$ cat config.mk
export PLATFORM = sky130hd
export DESIGN_NAME = pusch_hop_seq_gen
export DESIGN_NICKNAME = d
export VERILOG_FILES = /design/src/rtl/pusch_pkg.sv /design/src/rtl/gold_lfsr.sv /design/src/rtl/pusch_hop_seq_gen.sv
export SDC_FILE = /design/constraint.sdc
export NUM_CORES = 1
export LEC_CHECK = 0
export CORE_MARGIN = 5
export CORE_UTILIZATION = 40
export DETAILED_ROUTE_END_ITERATION = 16
export PLACE_DENSITY_LB_ADDON = 0.15
export SLEW_MARGIN = 20
export SYNTH_ARGS = -nofsm -noshare
export SYNTH_HDL_FRONTEND = slang
export SYNTH_HIERARCHICAL = 1
export SYNTH_SLANG_ARGS = --single-unit
$ cat constraint.sdc
create_clock -name clk -period 5.25 [get_ports clk]
set_input_delay 1.575 -clock clk [delete_from_list [all_inputs] [get_ports clk]]
set_output_delay 1.575 -clock clk [all_outputs]
set_load 0.1 [all_outputs]
$ cat src/rtl/pusch_pkg.sv
// rtl/pusch_pkg.sv - shared constants, hopping mode codes and FSM states for the PUSCH hop sequence generator
package pusch_pkg;

    localparam int NC          = 1600;  // Gold-sequence offset Nc
    localparam int N_SYMB_SLOT = 14;    // OFDM symbols per slot
    localparam int CNT_W       = 15;    // skip counter width, max N = 30264

    localparam logic [1:0] HOP_DIS = 2'd0;
    localparam logic [1:0] HOP_GH  = 2'd1;
    localparam logic [1:0] HOP_SH  = 2'd2;

    typedef enum logic [2:0] {
        ST_IDLE,
        ST_LOAD,
        ST_SKIP,
        ST_COLLECT,
        ST_DONE
    } hop_state_t;

endpackage

$ cat src/rtl/gold_lfsr.sv
// rtl/gold_lfsr.sv - x1/x2 LFSR pair of the length-31 Gold sequence generator
//
// Ports:
//   clk, rst      : clock, synchronous active-high reset (clears x1/x2)
//   i_load        : x1 <= 1, x2 <= c_init
//   i_c_init      : 31-bit x2 initial state
//   i_step        : advance both registers by one position
//   o_out_bit     : current sequence bit x1(n) ^ x2(n)
module gold_lfsr (
    input  logic        clk,
    input  logic        rst,
    input  logic        i_load,
    input  logic [30:0] i_c_init,
    input  logic        i_step,
    output logic        o_out_bit
);

    logic [30:0] r_x1;
    logic [30:0] r_x2;

    // Bit 0 holds x(n); each step shifts down and inserts x(n+31) at the top.
    always_ff @(posedge clk) begin
        if (rst) begin
            r_x1 <= '0;
            r_x2 <= '0;
        end else if (i_load) begin
            r_x1 <= 31'd1;
            r_x2 <= i_c_init;
        end else if (i_step) begin
            r_x1 <= {r_x1[3] ^ r_x1[0], r_x1[30:1]};
            r_x2 <= {r_x2[3] ^ r_x2[2] ^ r_x2[1] ^ r_x2[0], r_x2[30:1]};
        end
    end

    assign o_out_bit = r_x1[0] ^ r_x2[0];

endmodule

$ cat src/rtl/pusch_hop_seq_gen.sv
// rtl/pusch_hop_seq_gen.sv - Gold-sequence c word producer for PUSCH DMRS group/sequence hopping
//
// Ports:
//   clk, rst    : clock, synchronous active-high reset
//   start       : request pulse, accepted only in IDLE
//   n_ID        : DMRS scrambling ID 0..1023
//   En_hopping  : 0/3 disabled, 1 group hopping, 2 sequence hopping
//   n_s, l      : slot number in frame, symbol index in slot
//   c           : result word, c[m] = c(base+m), held until the next c_valid
//   c_valid     : one-cycle pulse when c is updated
//   busy        : high from the accepting edge until the edge raising c_valid
module pusch_hop_seq_gen
    import pusch_pkg::*;
(
    input  logic       clk,
    input  logic       rst,
    input  logic       start,
    input  logic [9:0] n_ID,
    input  logic [1:0] En_hopping,
    input  logic [7:0] n_s,
    input  logic [3:0] l,
    output logic [7:0] c,
    output logic       c_valid,
    output logic       busy
);

    hop_state_t       r_state;
    logic [30:0]      r_cinit;
    logic [CNT_W-1:0] r_cnt;
    logic             r_gh;
    logic [2:0]       r_bit_idx;
    logic [7:0]       r_shift;

    logic             w_mode_gh;
    logic             w_mode_sh;
    logic [5:0]       w_gh_cinit;
    logic [11:0]      w_sym_idx;
    logic [14:0]      w_base;
    logic [CNT_W-1:0] w_skip;
    logic [30:0]      w_cinit;
    logic             w_lfsr_load;
    logic             w_lfsr_step;
    logic             w_out_bit;
    logic [7:0]       w_shift_next;
    logic             w_last_bit;

    assign w_mode_gh = (En_hopping == HOP_GH);
    assign w_mode_sh = (En_hopping == HOP_SH);

    // floor(n_ID/30) as (n_ID * 1093) >> 15: the reciprocal error stays below
    // 1/30 across 0..1023, so the quotient is exact over the whole input range.
    assign w_gh_cinit = 6'(({11'd0, n_ID} * 21'd1093) >> 15);

    assign w_sym_idx = 12'(n_s) * 12'(N_SYMB_SLOT) + 12'(l);
    assign w_base    = w_mode_gh ? {w_sym_idx, 3'b000} : {3'b000, w_sym_idx};
    assign w_skip    = CNT_W'(NC) + w_base;
    assign w_cinit   = w_mode_gh ? 31'(w_gh_cinit) : 31'(n_ID);

    assign w_lfsr_load = (r_state == ST_LOAD);
    assign w_lfsr_step = (r_state == ST_SKIP) || (r_state == ST_COLLECT);

    assign w_shift_next = r_shift | (8'(w_out_bit) << r_bit_idx);
    assign w_last_bit   = r_gh ? (r_bit_idx == 3'd7) : 1'b1;

    gold_lfsr u_lfsr (
        .clk       (clk),
        .rst       (rst),
        .i_load    (w_lfsr_load),
        .i_c_init  (r_cinit),
        .i_step    (w_lfsr_step),
        .o_out_bit (w_out_bit)
    );

    // Enabled requests finish directly from the last COLLECT edge into IDLE so
    // that the c_valid cycle can already accept the next start; DONE is only
    // visited by disabled requests, which produce a fixed zero word.
    always_ff @(posedge clk) begin
        if (rst) begin
            r_state   <= ST_IDLE;
            r_cinit   <= '0;
            r_cnt     <= '0;
            r_gh      <= 1'b0;
            r_bit_idx <= '0;
            r_shift   <= '0;
            c         <= '0;
            c_valid   <= 1'b0;
            busy      <= 1'b0;
        end else begin
            c_valid <= 1'b0;
            case (r_state)
                ST_IDLE: begin
                    if (start) begin
                        busy    <= 1'b1;
                        r_cinit <= w_cinit;
                        r_cnt   <= w_skip;
                        r_gh    <= w_mode_gh;
                        r_state <= (w_mode_gh || w_mode_sh) ? ST_LOAD : ST_DONE;
                    end
                end
                ST_LOAD: begin
                    r_shift   <= '0;
                    r_bit_idx <= '0;
                    r_state   <= ST_SKIP;
                end
                ST_SKIP: begin
                    // The edge that takes cnt from 1 to 0 is the Nth step.
                    r_cnt <= r_cnt - 1'b1;
                    if (r_cnt == CNT_W'(1)) begin
                        r_state <= ST_COLLECT;
                    end
                end
                ST_COLLECT: begin
                    r_shift   <= w_shift_next;
                    r_bit_idx <= r_bit_idx + 3'd1;
                    if (w_last_bit) begin
                        c       <= w_shift_next;
                        c_valid <= 1'b1;
                        busy    <= 1'b0;
                        r_state <= ST_IDLE;
                    end
                end
                ST_DONE: begin
                    c       <= '0;
                    c_valid <= 1'b1;
                    busy    <= 1'b0;
                    r_state <= ST_IDLE;
                end
                default: r_state <= ST_IDLE;
            endcase
        end
    end

endmodule
; Word-level counts from Yosys, hierarchy flattened
; Cells that the tools add are included.
; W data, S select, Z words.
[word_totals]
regBits = 133
latchBits = 0
ram_bits = 0
rom_bits = 0
output_inout_bits = 10
memories = 0
[classes]
n_addsub = 4
multipliers = 2
div_mod_pow = 0
n_lt_le_gt_ge = 0
eq_ne = 11
n_shift = 1
muxes = 23
n_bitwise = 6
reduce_logical = 14
[ops]
columns = operator, count
row1 = $mux W31, 2
row2 = $pmux W8 S2, 2
row3 = $mux W15, 2
row4 = $pmux W15 S2, 1
row5 = $mul A10 B11 Y21 const B, 1
row6 = $add A11 B15 Y15 const A, 1
row7 = $eq A15 B1 Y1 const B, 1
row8 = $sub A15 B1 Y15 const B, 1
row9 = $add A12 B4 Y12, 1
row10 = $mux W3, 4
row11 = $pmux W3 S4, 1
row12 = $mul A8 B3 Y11 const B, 1
row13 = $mux W10, 1
row14 = $mux W8, 1
row15 = $or A8 B8 Y8, 1
row16 = $reduce_bool A2 Y1, 4
row17 = $shl A1 B3 Y8, 1
row18 = $eq A3 B2 Y1 const B, 2
row19 = $eq A3 B3 Y1 const B, 2
row20 = $mux W1, 6
row21 = $pmux W3 S2, 1
row22 = $reduce_and A2 Y1, 3
row23 = $reduce_and A3 Y1, 2
row24 = $xor A1 B1 Y1, 5
row25 = other kinds (12), 14

; Longest topological paths before layout
; Gate-level depths: netlist (run 1).
[logic_depth]
word_depth = 6
ltp_mapped = 17
depth_no_buf = 17

; Modules after synthesis
; The synthesis (run 1) kept the hierarchy.
[modules_own_cells]
columns = mod, n_inst, cells_each, area_per_inst_um2, seq_area_each_um2
row1 = pusch_hop_seq_gen, 1, 506, 4375.4, 1001.0
row2 = gold_lfsr, 1, 244, 2687.6, 1241.2

; Worst setup path before layout (run 1)
; Ideal clock, no wire load.
[synth_timing]
kind = in2reg
start = input port n_s[0]
end = register r_cnt[14]
setup_ns = 0.132
t_arrival_ns = 4.887
required_ns = 5.118
setup_slack_ns = 0.231
path_stages = 14
cell_sequence = fa_1 > ha_1 > fa_1 > a21o_1 > a211oi_1 > nor2_1 > xor2_1 > mux2i_1 > ha_1 > inv_1 > o221a_4 > a2111oi_4 > xor2_1 > o32ai_1
[synth_between]
elab_chain_cells = 6
[synth_rtl]
columns = item, line_no
row1 = start: declaration, pusch_hop_seq_gen.sv:20  ; input logic [7:0] n_s,
row2 = $mul A8 B3 Y11, pusch_hop_seq_gen.sv:54  ; assign w_sym_idx = 12'(n_s) * 12'(N_SYMB_SLOT) + 12'(l);
row3 = $add A12 B4 Y12, pusch_hop_seq_gen.sv:54
row4 = $mux W15, pusch_hop_seq_gen.sv:55  ; assign w_base = w_mode_gh ? {w_sym_idx, 3'b000} : {3'b000, w_sym_idx};
row5 = $add A11 B15 Y15, pusch_hop_seq_gen.sv:56  ; assign w_skip = CNT_W'(NC) + w_base;
row6 = $mux W15, pusch_hop_seq_gen.sv:92  ; if (start) begin
row7 = $pmux W15 S2, pusch_hop_seq_gen.sv:90  ; case (r_state)
row8 = end signal: assignment, pusch_hop_seq_gen.sv:95  ; r_cnt <= w_skip;
row9 = end signal: assignment, pusch_hop_seq_gen.sv:107  ; r_cnt <= r_cnt - 1'b1;
row10 = end: declaration, pusch_hop_seq_gen.sv:29  ; logic [CNT_W-1:0] r_cnt;
; No other way between the ends. The select of a mux whose other input is x is not followed.
; A chain may end at the register's enable or synchronous reset.

; Worst setup path after layout (run 1)
[layout_timing]
start = input port n_s[3]
end = register r_cnt[14]
; Same word-level chain as after synthesis.

==> flow_summary.json, run 1 <==
{
  "outcome": "finished clean",
  "path_clk_slew_ps": 70,
  "clockBufferDepth": 2,
  "ir_drop_v": 0.000178,
  "muxShareOfSynthArea_pct": 14.3,
  "dr_wl_met2_um": 7250,
  "power_w": 0.00264,
  "layout.cells.non_filler": 1071,
  "synth_area_mm2": 0.00706,
  "drcViolationCount": 0,
  "vias": 5443,
  "first_global_vias": 5551,
  "io-pin-count": 37,
  "grt_usage_pct": 14.7,
  "setup_tns_ps": 0,
  "max_freq_ghz": 0.197,
  "leakage_nw": 3.51,
  "n_antenna_cell": 0,
  "hp-class": "reg2reg",
  "utilization_pct": 48.6,
  "hold_viol": 0,
  "critical_path.top_delay_family": "adder cells",
  "ant_nets": 0,
  "synth_simple_gate_area_share_pct": 15.2,
  "viasPerCell": 5.08,
  "ys_seq_area_share_pct": 31.7,
  "synth_warnings": 6,
  "end_kind": "register",
  "worst_pin_slew_ps": 1010,
  "grt_pass1_wl_um": 25400,
  "overflow": 0,
  "worstSkewPairLatency_ps": 360,
  "dieArea_mm2": 0.0204,
  "whs_ps": 464,
  "finalCritPeriodShare_pct": 96.5,
  "synth_cell_types": 72,
  "cts_num_sinks": 112,
  "cp_slowest_cell": "fa_1",
  "syn_inst": 750,
  "p_per_area_mw_per_mm2": 314,
  "antenna_found_initial": 0,
  "io_buffers": 36,
  "post-cts-setup-buffer-count": 0,
  "area_growth_pct": 19.0,
  "nNetsFinal": 946,
  "start_util_pct": 40.8,
  "synth_top_family_by_area": "adder cells",
  "h-tree-depth": 3,
  "drive_gt1_share_pct": 17.3,
  "synth_edf_count": 0,
  "power.share.clock_pct": 26.2,
  "maxCapViolations": 0,
  "ys.flop_type": "dfxtp_1",
  "period_needed_ps": 5060,
  "ys_ff_latch": 112,
  "path_class": "in2reg",
  "wl_met1_um": 6690,
  "top_layer": "met4",
  "syn_avg_cell_area_um2": 9.42,
  "placed_cells": 1055,
  "firstDrtPassIters": 5,
  "critPathLaunchType": "input port",
  "synthAdderAreaFrac_pct": 15.7,
  "cts_tree": "yes",
  "pwr-share-seq_pct": 36.0,
  "drt-initial-drc-count": 217,
  "critPathMaxFanout": 5,
  "report.final.slew_viol_count": 0,
  "cts_buffers": 9,
  "cts_root_buf": "clkbuf_16",
  "relSlewSlack_pct": 32.4,
  "clock-skew-final_ps": 15.0,
  "crit_chain": "clkdlybuf4s50_1, buf_4, buf_4, fa_1, ha_1, o21ai_2, nor2_1, or3_1, xor2_1, mux2i_1, ha_2, inv_1, o221a_4, a2111oi_4, xor2_1, o32ai_1",
  "switchingPower_w": 0.000915,
  "crit_buf_inv": 4,
  "synthArstFlopShare_pct": 0,
  "wl_per_cell_um": 13.5,
  "die_h_um": 143,
  "p_comb_share_pct": 37.8,
  "synth_xor_area_share_pct": 4.04,
  "cell_internal_pwr_w": 0.00172,
  "wl_met3_um": 378,
  "wirelength_um": 14500,
  "slowest_delay_ps": 470,
  "gp_congestion": 0.863,
  "std_cell_rows": 48,
  "dpl.hpwl_um": 10800,
  "arrival_ps": 5280,
  "grt_max_degree": 47,
  "core_mm2": 0.0173,
  "hold_buffers": 0,
  "power_switching_share_pct": 34.7,
  "die_x_um": 143,
  "crit_required_ps": 5460,
  "synth_compound_area_share_pct": 13.9,
  "setup_viol": 0
}
layout by cell type (no fill, tap or decap), types with 8 or more instances in the layout:
master           netlist  layout
mux2_4                12      12
nor3_1                14      14
nand3_1               12      12
a22oi_1                9       9
a211oi_1              11       9
o21ai_0               20      20
clkdlybuf4s50_1        0      32
nand2_1               32      32
mux2i_1               63      63
mux2_2                18      18
a31oi_1                8       8
nor2b_1               10       8
nor2_1               115     113
dfxtp_1              112     112
ha_1                  60      57
xor2_1                 9       9
inv_1                 40      40
a21oi_1               32      32
clkbuf_16              0       9
conb_1                 1      21
buf_4                  2      60
fa_1                  18      16
a21o_1                 8       8
xnor2_1               18      18
per-stage QoR:
step / worst slack, ps / instance area (um2)
after global routing: -12.8 / 8400
after global placement: -250 / 8040
after CTS: 25.3 / 8350
after floorplan: 231 / 7140
final: 185 / 8400
after detailed placement: -372 / 8040
area by class of cell:
type,instances,area [um2]
flip-flops and latches,112,2240
fillers,1668,8890
repair buffers,96,813
multi-input cells,581,4610
clock inverters,6,66.3
inverters,41,154
well taps,225,282
clock buffers,10,239
metal layers:
metal / global-route usage (%) / vias up
met5: 0 / -
met4: 3.85 / 0
met3: 2.51 / 16
met2: 25.5 / 62
met1: 19.0 / 2547
li1: - / 2818
what timing repair did:
item                       4_1_cts  5_1_grt
pin swaps                        0        5
hold endpoints to repair         0        0
resized for setup                2       15
setup endpoints to repair        1        9
worst register-to-register path: stages, from the launching register on:
cell	delay [ps]
dfxtp_1	510
inv_1	170
nor2_4	790
and3_1	490
a21oi_1	240
a22oi_1	270
nor2_1	50
synthesized netlist by cell type (14+ instances only):
cell type	n	area share (%)
mux2_2	18	2.9
dfxtp_1	112	32
nand2_1	32	1.7
nor2_1	115	6.1
ha_1	60	11
mux2i_1	63	8.9
inv_1	40	2.1
a21oi_1	32	2.3
nor3_1	14	0.99
o21ai_0	20	1.4
xnor2_1	18	2.2
clkbuf_1	18	0.96
fa_1	18	5.1
power groups by stage:
stage / registers, W / clock network [W] / logic, W
2_1_floorplan: 0.000964 / 0 / 0.000676
3_3_place_gp: 0.000967 / 0 / 0.000969
3_5_place_dp: 0.000968 / 0 / 0.000988
4_1_cts: 0.000949 / 0.000721 / 0.000998
5_1_grt: 0.000957 / 0.000751 / 0.00112
6_report: 0.000949 / 0.000691 / 0.000999
cell families (layout without fill, tap and decap cells):
logic type,Yosys count,count (layout)
and+or+nand+nor,227,227
AOI/OAI and AO/OA,132,132
DFF,112,112
muxes,93,93
adders and majority gates,78,78
buffers and inverters,77,153
xor gates and xnor gates,30,30
other,1,21
flip-flops by register name, indices dropped and copies added (netlist names), 3 cells and up:
register     flops
u_lfsr/r_x2     31
u_lfsr/r_x1     31
r_shift          8
r_state          3
r_bit_idx        3
r_cnt           15
r_cinit         10
c                8
final timing paths:
| kind | start | endpoint | slack, ps | cells after the start |
|---|---|---|---|---|
| max | n_s[3] | r_cnt[14]$_SDFFE_PP0P_ | 190 | 16 |
| min | r_cinit[9]$_SDFFE_PP0P_ | r_cinit[9]$_SDFFE_PP0P_ | 460 | 2 |
| max reg2reg | r_state[1]$_SDFFE_PP0P_ | c[7]$_SDFFE_PP0P_ | 2610 | 6 |
| min reg2reg | r_cinit[9]$_SDFFE_PP0P_ | r_cinit[9]$_SDFFE_PP0P_ | 460 | 2 |
No activity file was read; power rests on OpenSTA's default activity.
==> run 2, diff against run 1 <==
--- a/config.mk
+++ b/config.mk
@@ -9,6 +9,7 @@
 export CORE_UTILIZATION = 40
 export DETAILED_ROUTE_END_ITERATION = 16
 export PLACE_DENSITY_LB_ADDON = 0.15
+export SKIP_LAST_GASP = 1
 export SLEW_MARGIN = 20
 export SYNTH_ARGS = -nofsm -noshare
 export SYNTH_HDL_FRONTEND = slang
==> results of run 2 <==
Same layout as run 1: the final DEF is identical, and so are final timing and power.
==> run 3, diff against run 2 <==
--- a/config.mk
+++ b/config.mk
@@ -9,6 +9,8 @@
 export CORE_UTILIZATION = 40
 export DETAILED_ROUTE_END_ITERATION = 16
 export PLACE_DENSITY_LB_ADDON = 0.15
+export RECOVER_POWER = 25
+export SETUP_SLACK_MARGIN = 0.02
 export SKIP_LAST_GASP = 1
 export SLEW_MARGIN = 20
 export SYNTH_ARGS = -nofsm -noshare
==> flow_summary.json, run 3 (synthesized netlist as in run 1, its figures left out) <==
{
  "outcome": "finished clean",
  "drive_gt1_share_pct": 17.0,
  "max_freq_ghz": 0.197,
  "critPathLaunchType": "input port",
  "h-tree-depth": 3,
  "area_growth_pct": 18.9,
  "grt_max_degree": 47,
  "critical_path.top_delay_family": "adder cells",
  "std_cell_rows": 48,
  "cp_slowest_cell": "fa_1",
  "firstDrtPassIters": 5,
  "whs_path_depth": 2,
  "grt_pass1_wl_um": 25400,
  "core_mm2": 0.0173,
  "worstSkewPairLatency_ps": 360,
  "crit_chain": "clkdlybuf4s50_1, buf_4, buf_4, fa_1, ha_1, o21ai_2, nor2_1, or3_1, xor2_1, mux2i_1, ha_2, inv_1, o221a_4, a2111oi_4, xor2_1, o32ai_1",
  "wl_per_cell_um": 13.5,
  "dpl.hpwl_um": 10800,
  "power_w": 0.00264,
  "ant_nets": 0,
  "slowest_delay_ps": 470,
  "top_regs": "u_lfsr/r_x1: 31 flops, u_lfsr/r_x2: 31 flops, r_cnt: 15 flops",
  "path_class": "in2reg",
  "cts_root_buf": "clkbuf_16",
  "cts_num_sinks": 112,
  "io-pin-count": 37,
  "relSlewSlack_pct": 3.30,
  "dieArea_mm2": 0.0204,
  "setup_tns_ps": 0,
  "cts_tree": "yes",
  "gp_congestion": 0.863,
  "finalCritPeriodShare_pct": 96.5,
  "r2r_end": "c[3]$_SDFFE_PP0P_",
  "ir_drop_v": 0.000178,
  "grt_usage_pct": 14.7,
  "start_util_pct": 40.8,
  "die_x_um": 143,
  "place_ws_ps": -372,
  "crit_buf_inv": 4,
  "report.final.slew_viol_count": 0,
  "clockBufferDepth": 2,
  "ff2ff_setup_slack_ps": 2580,
  "wirelength_um": 14500,
  "clock-skew-final_ps": 14.7,
  "period_needed_ps": 5070,
  "overflow": 0,
  "arrival_ps": 5280,
  "worst_pin_slew_ps": 1450,
  "nNetsFinal": 946,
  "first_global_vias": 5551,
  "r2r_start": "r_state[1]$_SDFFE_PP0P_",
  "io_buffers": 36,
  "utilization_pct": 48.5,
  "hp-class": "reg2reg",
  "antenna_found_initial": 0,
  "min_from": "r_cinit[9]$_SDFFE_PP0P_",
  "path_clk_slew_ps": 70,
  "viasPerCell": 5.09,
  "end_kind": "register",
  "n_antenna_cell": 0,
  "drt-initial-drc-count": 227,
  "crit_required_ps": 5460,
  "timing.final.ws_setup_ps": 185,
  "setup_viol": 0,
  "post-cts-setup-buffer-count": 0,
  "final_common_cell": "nor2_1",
  "layout_common_cells": "nor2_1 (113), dfxtp_1 (112), mux2i_1 (63), buf_4 (60), ha_1 (57)",
  "whs_ps": 462,
  "r2r_cells": 6,
  "holdPathEnd": "r_cinit[9]$_SDFFE_PP0P_",
  "cts_buffers": 9,
  "maxCapViolations": 0,
  "hold_viol": 0,
  "vias": 5453,
  "leakage_nw": 3.50,
  "die_h_um": 143,
  "critPathMaxFanout": 5,
  "p_per_area_mw_per_mm2": 314,
  "drcViolationCount": 0
}
-- run 3: changes by cell type in the layout (fill, tap and decap cells not counted), sizes merged --
cell	delta
buf	-1
clkbuf	+1
-- run 3: area by class of cell --
type	instances	area, um2
Clock buffer	10	239
Timing Repair Buffer	96	812
Tap cell	225	282
Inverter	41	154
Fill cell	1670	8900
Multi-Input combinational cell	581	4600
Clock inverter	6	66.3
Sequential cell	112	2240
-- run 3: worst max-delay path by stage --
stage / to / cells after the start / start / slack, ps
2_1_floorplan: r_cnt[14]$_SDFFE_PP0P_ / 14 / n_s[0] / 230
3_5_place_dp: r_cnt[14]$_SDFFE_PP0P_ / 13 / n_s[1] / -370
6_report: r_cnt[14]$_SDFFE_PP0P_ / 16 / n_s[3] / 180
3_3_place_gp: r_cinit[3]$_SDFFE_PP0P_ / 18 / n_ID[1] / -250
4_1_cts: r_cinit[3]$_SDFFE_PP0P_ / 18 / n_ID[1] / 30
5_1_grt: r_cnt[14]$_SDFFE_PP0P_ / 16 / n_s[3] / -10
-- run 3: where the power goes --
| part | total, W | internal [W] | switching, W |
|---|---|---|---|
| Sequential | 0.000949 | 0.000904 | 0.0000456 |
| Clock | 0.000691 | 0.000350 | 0.000340 |
| Combinational | 0.000998 | 0.000469 | 0.000529 |
-- run 3: what timing repair did --
action | 4_1_cts | 5_1_grt
hold endpoints to repair | 0 | 0
hold buffers | 0 | 0
resized for setup | 2 | 15
pin swaps | 0 | 5
gates cloned | 0 | 0
endpoints found under the setup margin | 1 | 9
-- run 3: worst reg2reg max path, delay by kind of cell, from the launching register on --
family / cells / cell delay (ps)
buf+inv: 1 / 170
flops: 1 / 510
simple gates: 3 / 1340
compound gates: 2 / 500
-- run 3: metal layers --
| layer | up-vias | wire [um] | part of all wire [%] | GRT usage (%) |
|---|---|---|---|---|
| li1 | 2815 | - | - | - |
| met1 | 2557 | 6720 | 46 | 19.0 |
| met2 | 64 | 7230 | 50 | 25.5 |
| met3 | 17 | 372 | 2.6 | 2.51 |
| met4 | 0 | 180 | 1.2 | 3.85 |
| met5 | - | 0 | 0 | 0 |
-- run 3: stage by stage --
stage          cells  cell area, um2
2_1_floorplan    770            7140
3_3_place_gp    1055            8040
3_5_place_dp    1055            8040
4_1_cts         1071            8350
5_1_grt         1071            8400
6_report        1071            8400
